## config.mk

```make
export PLATFORM = sky130hd
export DESIGN_NAME = sparam_port_detector
export DESIGN_NICKNAME = d
export VERILOG_FILES = /design/src/rtl/port_det_pkg.sv /design/src/rtl/port_det_mac.sv /design/src/rtl/sparam_port_detector.sv
export SDC_FILE = /design/constraint.sdc
export NUM_CORES = 1
export LEC_CHECK = 0
export CORE_UTILIZATION = 30
export CTS_CLUSTER_SIZE = 14
export DETAILED_ROUTE_END_ITERATION = 12
export PLACE_DENSITY = 0.46
export SLEW_MARGIN = 20
export SYNTH_ARGS = -nofsm -noshare
export SYNTH_HDL_FRONTEND = slang
export SYNTH_SLANG_ARGS = --single-unit
```

## constraint.sdc

```tcl
create_clock -name clk -period 5.9 [get_ports clk]
set_input_delay 0.885 -clock clk [delete_from_list [all_inputs] [get_ports clk]]
set_output_delay 0.885 -clock clk [all_outputs]
set_load 0.02 [all_outputs]
```

## src/rtl/port_det_pkg.sv

```systemverilog
// Shared types for the port detector: FSM state encoding and the accumulator
// width rule used by the top level and the MAC sub-module.
package port_det_pkg;

   typedef enum logic [1:0] {
      ST_IDLE,
      ST_SETTLE,
      ST_ACCUM,
      ST_DONE
   } det_state_t;

   // Room for N full-precision products without overflow.
   function automatic int acc_width(input int data_w, input int lo_w, input int log2_n);
      return data_w + lo_w + log2_n;
   endfunction

endpackage

```

## src/rtl/port_det_mac.sv

```systemverilog
// Single-channel signed multiply-accumulate: acc_next is the running sum
// including the current product, committed to the accumulator when enable is high.
module port_det_mac #(
   parameter int DATA_W = 12,
   parameter int LO_W   = 12,
   parameter int ACC_W  = 28
) (
   input  logic                     clk,
   input  logic                     rst_n,
   input  logic                     clear,
   input  logic                     enable,
   input  logic signed [DATA_W-1:0] data,
   input  logic signed [LO_W-1:0]   lo,
   output logic signed [ACC_W-1:0]  acc_next
);

   localparam int PROD_W = DATA_W + LO_W;

   logic signed [PROD_W-1:0] data_ext;
   logic signed [PROD_W-1:0] lo_ext;
   logic signed [PROD_W-1:0] product;
   logic signed [ACC_W-1:0]  product_ext;
   logic signed [ACC_W-1:0]  acc;

   assign data_ext    = {{LO_W{data[DATA_W-1]}}, data};
   assign lo_ext      = {{DATA_W{lo[LO_W-1]}}, lo};
   assign product     = data_ext * lo_ext;
   assign product_ext = {{(ACC_W-PROD_W){product[PROD_W-1]}}, product};
   assign acc_next    = acc + product_ext;

   always_ff @(posedge clk or negedge rst_n) begin
      if (!rst_n) begin
         acc <= '0;
      end else if (clear) begin
         acc <= '0;
      end else if (enable) begin
         acc <= acc_next;
      end
   end

endmodule

```

## src/rtl/sparam_port_detector.sv

```systemverilog
// Coherent I/Q detector for one S-parameter frequency point: settle, correlate N samples, hand off.
// Optional PORT_DET_MAG2_EN adds res_mag2 = res_i^2 + res_q^2 with one extra cycle of latency.
module sparam_port_detector
   import port_det_pkg::*;
#(
   parameter int DATA_W = 12,
   parameter int LO_W   = 12,
   parameter int LOG2_N = 4,
   parameter int SETTLE = 2,
   parameter int ACC_W  = acc_width(DATA_W, LO_W, LOG2_N)
) (
   input  logic                     clk,
   input  logic                     rst_n,
   input  logic                     start,
   input  logic                     abort,
   input  logic                     smp_valid,
   input  logic signed [DATA_W-1:0] smp_data,
   input  logic signed [LO_W-1:0]   lo_cos,
   input  logic signed [LO_W-1:0]   lo_sin,
   output logic                     busy,
   output logic                     res_valid,
   input  logic                     res_ready,
`ifdef PORT_DET_MAG2_EN
   output logic [2*ACC_W-1:0]       res_mag2,
`endif
   output logic signed [ACC_W-1:0]  res_i,
   output logic signed [ACC_W-1:0]  res_q
);

   localparam int SET_W = (SETTLE > 1) ? $clog2(SETTLE) : 1;
   localparam int CNT_W = (LOG2_N > SET_W) ? LOG2_N : SET_W;
   localparam logic [CNT_W-1:0] SETTLE_LAST = CNT_W'((SETTLE > 0) ? SETTLE - 1 : 0);
   localparam logic [CNT_W-1:0] ACC_LAST    = CNT_W'((1 << LOG2_N) - 1);
   localparam det_state_t       FIRST_ST    = (SETTLE > 0) ? ST_SETTLE : ST_ACCUM;

   det_state_t              state;
   logic [CNT_W-1:0]        cnt;
   logic                    handshake;
   logic                    launch;
   logic                    take;
   logic signed [ACC_W-1:0] sum_i;
   logic signed [ACC_W-1:0] sum_q;

   // abort outranks start, samples and the output handshake in the same cycle.
   assign handshake = (state == ST_DONE) && res_valid && res_ready;
   assign launch    = !abort && start && ((state == ST_IDLE) || handshake);
   assign take      = !abort && smp_valid && (state == ST_ACCUM);

   port_det_mac #(
      .DATA_W (DATA_W),
      .LO_W   (LO_W),
      .ACC_W  (ACC_W)
   ) u_mac_i (
      .clk      (clk),
      .rst_n    (rst_n),
      .clear    (launch),
      .enable   (take),
      .data     (smp_data),
      .lo       (lo_cos),
      .acc_next (sum_i)
   );

   port_det_mac #(
      .DATA_W (DATA_W),
      .LO_W   (LO_W),
      .ACC_W  (ACC_W)
   ) u_mac_q (
      .clk      (clk),
      .rst_n    (rst_n),
      .clear    (launch),
      .enable   (take),
      .data     (smp_data),
      .lo       (lo_sin),
      .acc_next (sum_q)
   );

`ifdef PORT_DET_MAG2_EN
   logic                      mag_pend;
   logic signed [2*ACC_W-1:0] ext_i;
   logic signed [2*ACC_W-1:0] ext_q;
   logic signed [2*ACC_W-1:0] sq_i;
   logic signed [2*ACC_W-1:0] sq_q;

   assign ext_i = {{ACC_W{res_i[ACC_W-1]}}, res_i};
   assign ext_q = {{ACC_W{res_q[ACC_W-1]}}, res_q};
   assign sq_i  = ext_i * ext_i;
   assign sq_q  = ext_q * ext_q;
`endif

   always_ff @(posedge clk or negedge rst_n) begin
      if (!rst_n) begin
         state     <= ST_IDLE;
         cnt       <= '0;
         busy      <= 1'b0;
         res_valid <= 1'b0;
         res_i     <= '0;
         res_q     <= '0;
`ifdef PORT_DET_MAG2_EN
         mag_pend  <= 1'b0;
         res_mag2  <= '0;
`endif
      end else if (abort) begin
         state     <= ST_IDLE;
         cnt       <= '0;
         busy      <= 1'b0;
         res_valid <= 1'b0;
`ifdef PORT_DET_MAG2_EN
         mag_pend  <= 1'b0;
`endif
      end else begin
         case (state)
            ST_IDLE: begin
               if (launch) begin
                  state <= FIRST_ST;
                  busy  <= 1'b1;
                  cnt   <= '0;
               end
            end
            ST_SETTLE: begin
               if (smp_valid) begin
                  if (cnt == SETTLE_LAST) begin
                     state <= ST_ACCUM;
                     cnt   <= '0;
                  end else begin
                     cnt <= cnt + 1'b1;
                  end
               end
            end
            ST_ACCUM: begin
               if (take) begin
                  if (cnt == ACC_LAST) begin
                     state <= ST_DONE;
                     busy  <= 1'b0;
                     cnt   <= '0;
                     res_i <= sum_i;
                     res_q <= sum_q;
`ifdef PORT_DET_MAG2_EN
                     mag_pend  <= 1'b1;
`else
                     res_valid <= 1'b1;
`endif
                  end else begin
                     cnt <= cnt + 1'b1;
                  end
               end
            end
            ST_DONE: begin
`ifdef PORT_DET_MAG2_EN
               if (mag_pend) begin
                  res_mag2  <= $unsigned(sq_i) + $unsigned(sq_q);
                  res_valid <= 1'b1;
                  mag_pend  <= 1'b0;
               end else
`endif
               if (handshake) begin
                  res_valid <= 1'b0;
                  cnt       <= '0;
                  if (launch) begin
                     state <= FIRST_ST;
                     busy  <= 1'b1;
                  end else begin
                     state <= ST_IDLE;
                  end
               end
            end
            default: begin
               state <= ST_IDLE;
               busy  <= 1'b0;
            end
         endcase
      end
   end

endmodule

```

# [Word-level counts from Yosys, hierarchy flattened]
# Cells that the tools add are included.
[classes] add_sub_neg=3 multipliers=2 n_eq_ne=11 n_mux=32 n_bitwise=1 reduce_logical=17
[ops] cell="2-to-1 mux 28 bit" n=4
[ops] cell="adder 28 x 24 -> 28 bit" n=2
[ops] cell="multiplier 12 x 12 -> 24 bit" n=2
[ops] cell="2-to-1 mux 4 bit" n=7
[ops] cell="one-hot mux 4 bit (4 select lines)" n=1
[ops] cell="AND reduction 4 bit" n=4
[ops] cell="inequality test 3 bit (second input constant)" n=5
[ops] cell="2-to-1 mux 2 bit" n=7
[ops] cell="2-to-1 mux 1 bit" n=10
[ops] cell="one-hot mux 2 bit (4 select lines)" n=1
[ops] cell="logical AND 1 bit" n=6
[ops] cell="AND reduction 6 bit" n=1
[ops] cell="adder 4 x 1 -> 4 bit (second input constant)" n=1
[ops] cell="== test 2 bit (second input constant)" n=2
[ops] cell="== test 4 x 1 -> 1 bit (second input constant)" n=1
[ops] cell="== test 4 bit (second input constant)" n=1
[ops] cell="nonzero test 4 bit" n=1
[ops] cell="inequality test 3 x 2 -> 1 bit (second input constant)" n=1
[ops] cell="one-hot mux 1 bit (3 select lines)" n=1
[ops] cell="nonzero test 3 bit" n=1
[ops] cell="== test 2 x 1 -> 1 bit (second input constant)" n=1
[ops] cell="zero test 2 bit" n=1
[ops] cell="one-hot mux 1 bit (2 select lines)" n=1
[ops] cell="nonzero test 2 bit" n=1
[ops] cell="other kinds (3)" n=3
[totals] register_bits=120 inputBits=42 output_inout_bits=58 wordCells=74

# [Longest topological paths before layout]
[depth] ltp_word=9 mapped_depth=22

# [Cells and area by module]
# Synthesis repeated with hierarchy kept, for this count alone.
[hier_totals] hier_cells=1925 hier_area_um2=19242.2
[by_module_without_submodules] mod="port_det_mac at u_mac_i" instances=1 cells_per_inst=899 area_per_inst_um2=8491.9 seq_area_each_um2=700.7
[by_module_without_submodules] mod="port_det_mac at u_mac_q" instances=1 cells_per_inst=837 area_per_inst_um2=8071.5 seq_area_each_um2=700.7
[by_module_without_submodules] mod="sparam_port_detector" instances=1 cells_per_inst=189 area_per_inst_um2=2678.8 seq_area_each_um2=1601.5

# [Least setup slack after synthesis]
# OpenSTA, ideal clock, no wires.
[synth_path] kind="input to register" from="input smp_data[11]" to="register res_q[27]" arrival_time_ns=6.155 required_ns=5.775 slack_ns=-0.380 path_stages=17 path_cell_list="clkbuf_1 > nand2_1 > fa_1 > fa_1 > fa_1 > inv_1 > fa_1 > fa_1 > ha_1 > ha_1 > and3_1 > nand4_1 > a211oi_2 > o2111ai_1 > a32oi_1 > xnor2_1 > mux2_4"
[synth_between] elab_chain_cells=2
[synth_rtl] element="start: declaration" line_no="sparam_port_detector.sv:17" text="input logic signed [DATA_W-1:0] smp_data,"
[synth_rtl] element="multiplier 12 x 12 -> 24 bit" line_no="port_det_mac.sv:27" text="assign product = data_ext * lo_ext;"
[synth_rtl] element="adder 28 x 24 -> 28 bit" line_no="port_det_mac.sv:29" text="assign acc_next = acc + product_ext;"
[synth_rtl] element="end signal: assignment" line_no="sparam_port_detector.sv:136" text="res_q <= sum_q;"
[synth_rtl] element="end: declaration" line_no="sparam_port_detector.sv:27" text="output logic signed [ACC_W-1:0] res_q"
# Every way passes these cells.
# A chain may end at the register's enable or synchronous reset.

# [Worst setup path in the final report]
[layout_path] from="input smp_data[8]" to="register u_mac_q.acc[26]"
[layout_between] elab_chain_cells=4
[layout_rtl] element="multiplier 12 x 12 -> 24 bit" line_no="port_det_mac.sv:27"
[layout_rtl] element="adder 28 x 24 -> 28 bit" line_no="port_det_mac.sv:29"
[layout_rtl] element="2-to-1 mux 28 bit" line_no="port_det_mac.sv:36" text="end else if (enable) begin"
[layout_rtl] element="2-to-1 mux 28 bit" line_no="port_det_mac.sv:34" text="end else if (clear) begin"
[layout_rtl] element="end signal: assignment" line_no="port_det_mac.sv:37" text="acc <= acc_next;"
[layout_rtl] element="end: declaration" line_no="port_det_mac.sv:23" text="logic signed [ACC_W-1:0] acc;"
# Every way passes these cells. The select of a mux whose other input is x is not followed.

==> run_results.csv <==
group,metric,value,unit
clocking,clock_latency,0.47,ns
floorplan,fp-row-count,90,
route,drt_iter0_markers,624,
floorplan,initial_utilization,0.306,
placement,dp_slack,-1.16,ns
timing,max_freq,0.171,GHz
worst_setup_path,endpoint_kind,"flop",
logic_synthesis,syn_inst,1917,
logic_synthesis,ys_warn_count,0,
floorplan,dieArea,63000,µm²
timing,drv_slew,0,
layout,drive_above_1_share,0.255,
worst_setup_path,cp_num_buf_inv,5,
timing,setup_violations,0,
clocking,cts.sinks,120,
clocking,clock_path_buffers,2,
worst_setup_path,critPathMaxFanout,6,
clocking,h-tree-depth,4,
grt,antenna_found_initial,2,
timing,timing.hold.ws,0.479,ns
floorplan,die_height,251,µm
logic_synthesis,synth_area_per_cell,9.71,µm²
clocking,cts_tree,"done",
layout,area_delta_synth_final,33.6,%
placement,dp_cells,2983,
logic_synthesis,synth-main-ff-cell,"dfrtp_1",
worst_setup_path,cp-startpoint,"smp_data[8]",
floorplan,core-area,60800,µm²
timing,fin_crit_sh,0.990,
layout,final_nets,2836,
worst_setup_path,crit_chain,"buf_4 > buf_12 > buf_4 > and2_4 > fa_1 > fa_2 > fa_1 > fa_1 > fa_1 > ha_4 > ha_4 > a21oi_4 > nand4_1 > buf_4 > o211ai_1 > o211ai_1 > buf_4 > o31ai_4 > xor2_1 > o21ai_1",
min_path,min_path_type,"flop to flop",
worst_setup_path,reg2reg_from,"u_mac_q.acc[10]$_DFFE_PN0P_",
route,drc,0,
grt,grt_pass1_vias,15452,
grt,grt_max_degree,90,
clocking,cts.clk_slew.worst_paths,0.06,ns
timing,setup_ws,0.0564,ns
grt,overflow,0,
floorplan,io_pins,100,
placement,numPortBuffers,99,
logic_synthesis,syn_nets,2474,
logic_synthesis,synthArstFlopShare,1.00,
layout,antennaDiodeCount,0,
timing,finalCriticalPeriod,5.84,ns
worst_setup_path,crit_path_max_incr_delay,0.58,ns
worst_setup_path,startpoint_type,"input port",
route,wl_per_cell,17.4,µm
route,avgViaCountPerCell,4.57,
route,dr.pass1.iters,5,
timing,tightestPinTransition,0.993,ns
logic_synthesis,synth_seq_area_share,0.161,
worst_setup_path,cp_slowest_cell,"fa_1",
worst_setup_path,critical_path_class,"input port to flop",
grt,grt_pass1_wl,87100,µm
logic_synthesis,yosysUniqueCellTypes,66,
worst_setup_path,cpLargestDelayFamily,"adder cells",
timing,maxSlewHeadroom,0.336,
layout,fin_cells,3073,
clocking,cts_buffers,17,
route,via_count,14042,
logic_synthesis,synth_edf_count,0,
logic_synthesis,syn_area,18600,µm²
route,ant_nets,0,
floorplan,die_w,251,µm
worst_setup_path,worst_ep_required_time,6.21,ns
clocking,clockRootBuffer,"clkbuf_16",
flow_run,maxCapViolCount,0,
placement,gp_congestion,0.832,
min_path,holdCritStartpoint,"res_i[19]$_DFFE_PN0P_",
route,totalWireLength,53500,µm
timing,hold_viol,0,
timing,rsz0062_at_grt,"yes",
placement,dp_hpwl,42000,µm
run_status,status,"completed",
worst_setup_path,arrival,6.15,ns
logic_synthesis,synth_seq_cells,120,
grt,grt_util_all_layers,0.180,
timing,fin_skew,0.0175,ns
## registers in the layout, summed over array words and instances (netlist names)
name         cells
busy             1
cnt              4
res_i           28
res_q           28
res_valid        1
state            2
u_mac_i.acc     28
u_mac_q.acc     28
## repair_timing
item	in CTS	in global routing
gates resized for setup	157	189
endpoints found under the setup margin	69	66
setup buffers	30	21
hold buffers	0	0
pin swaps	54	107
gates cloned	7	4
## cell usage after synthesis, drive strengths merged, types with 4 or more instances
library cell | n | area, µm²
a211oi | 5 | 47.5
a21o | 23 | 174
a21oi | 43 | 223
a22o | 44 | 385
a31oi | 5 | 31.3
and2 | 128 | 801
and3 | 5 | 36.3
buf | 17 | 95.1
clkbuf | 67 | 254
dfrtp | 120 | 3000
fa | 358 | 7170
ha | 157 | 1960
inv | 408 | 1530
mux2 | 21 | 240
nand2 | 257 | 965
nand2b | 10 | 62.6
nand3 | 15 | 75.1
nand4 | 11 | 68.8
nor2 | 44 | 165
nor2b | 7 | 43.8
nor3 | 5 | 25.0
o211ai | 4 | 30.0
o21a | 5 | 37.5
o21ai | 47 | 235
o21bai | 7 | 52.6
o31ai | 7 | 52.6
xnor2 | 39 | 342
xor2 | 16 | 140
## worst paths after layout
kind                                               end  slack, ns  cells after the start
hold reg to reg                  res_i[19]$_DFFE_PN0P_       0.48                      2
setup reg to reg           u_mac_q.acc[26]$_DFFE_PN0P_       1.08                     19
max in group asynchronous        res_q[22]$_DFFE_PN0P_       4.33                      2
min in group asynchronous        res_i[24]$_DFFE_PN0P_       0.51                      1
hold / removal                   res_i[19]$_DFFE_PN0P_       0.48                      2
setup / recovery           u_mac_q.acc[26]$_DFFE_PN0P_       0.06                     20
## per-layer routing
| layer | routed length (µm) | track usage | share of wire |
|---|---|---|---|
| met3 | 1970 | 0.0280 | 0.037 |
| met4 | 1000 | 0.0481 | 0.019 |
| met2 | 24400 | 0.274 | 0.45 |
| met1 | 26200 | 0.263 | 0.49 |
| met5 | 13 | 0 | 0.00024 |
## area by class of cell
cell class | instances | area [µm²]
Fill cell | 6026 | 36000
Sequential cell | 120 | 3000
Timing Repair Buffer | 427 | 4050
Multi-Input combinational cell | 1305 | 14700
Clock inverter | 10 | 144
Clock buffer | 21 | 480
Tap cell | 782 | 978
Inverter | 408 | 1540
## cell families (layout without fill, tap and decap cells)
logic type / Yosys count / after routing / share of synthesized area
compound gates: 219 / 219 / 0.0820
buf+inv: 492 / 866 / 0.101
fa+ha+maj: 515 / 515 / 0.491
xor+xnor: 55 / 55 / 0.0259
mux: 21 / 21 / 0.0129
flops: 120 / 120 / 0.161
simple gates: 495 / 495 / 0.126
## worst register-to-register path, stage by stage (launching register included)
cell	delay [ns]
dfrtp_1	0.35
inv_1	0.11
fa_1	0.55
inv_1	0.06
fa_1	0.50
fa_2	0.55
inv_1	0.05
fa_2	0.33
inv_2	0.07
fa_2	0.45
ha_4	0.18
nand3_2	0.07
nand4_1	0.19
buf_4	0.22
o211ai_1	0.17
o211ai_1	0.11
buf_4	0.16
o31ai_4	0.22
xor2_1	0.24
o21ai_1	0.09
## per-stage QoR
stage / area [µm²] / utilization / setup TNS (ns)
2_1_floorplan: 18700 / - / -0.0359
3_3_place_gp: 22600 / 0.371 / -59.40
3_5_place_dp: 22600 / 0.371 / -60.36
4_1_cts: 24200 / 0.397 / 0
5_1_grt: 24900 / 0.409 / -0.350
6_report: 24900 / 0.409 / 0
## placed cells by master (no fill, tap or decap), types with 11 or more instances in the layout
| cell type | instances |
|---|---|
| buf_12 | 23 |
| inv_1 | 391 |
| dfrtp_1 | 120 |
| ha_4 | 29 |
| ha_1 | 123 |
| xor2_1 | 14 |
| mux2_2 | 19 |
| buf_6 | 36 |
| o21ai_0 | 31 |
| clkbuf_16 | 21 |
| nand3_1 | 12 |
| nand2_2 | 12 |
| fa_2 | 31 |
| and2_4 | 14 |
| inv_2 | 16 |
| buf_4 | 265 |
| a21oi_1 | 30 |
| clkdlybuf4s50_1 | 62 |
| nor2_1 | 39 |
| fa_1 | 327 |
| nand2_1 | 240 |
| a21o_1 | 21 |
| a22o_1 | 44 |
| xnor2_1 | 35 |
| and2_1 | 114 |
| nand4_1 | 11 |
Power is left out: the tool's default activity adds up to more than one toggle a clock period on the data nets, which glitch-free logic cannot reach.
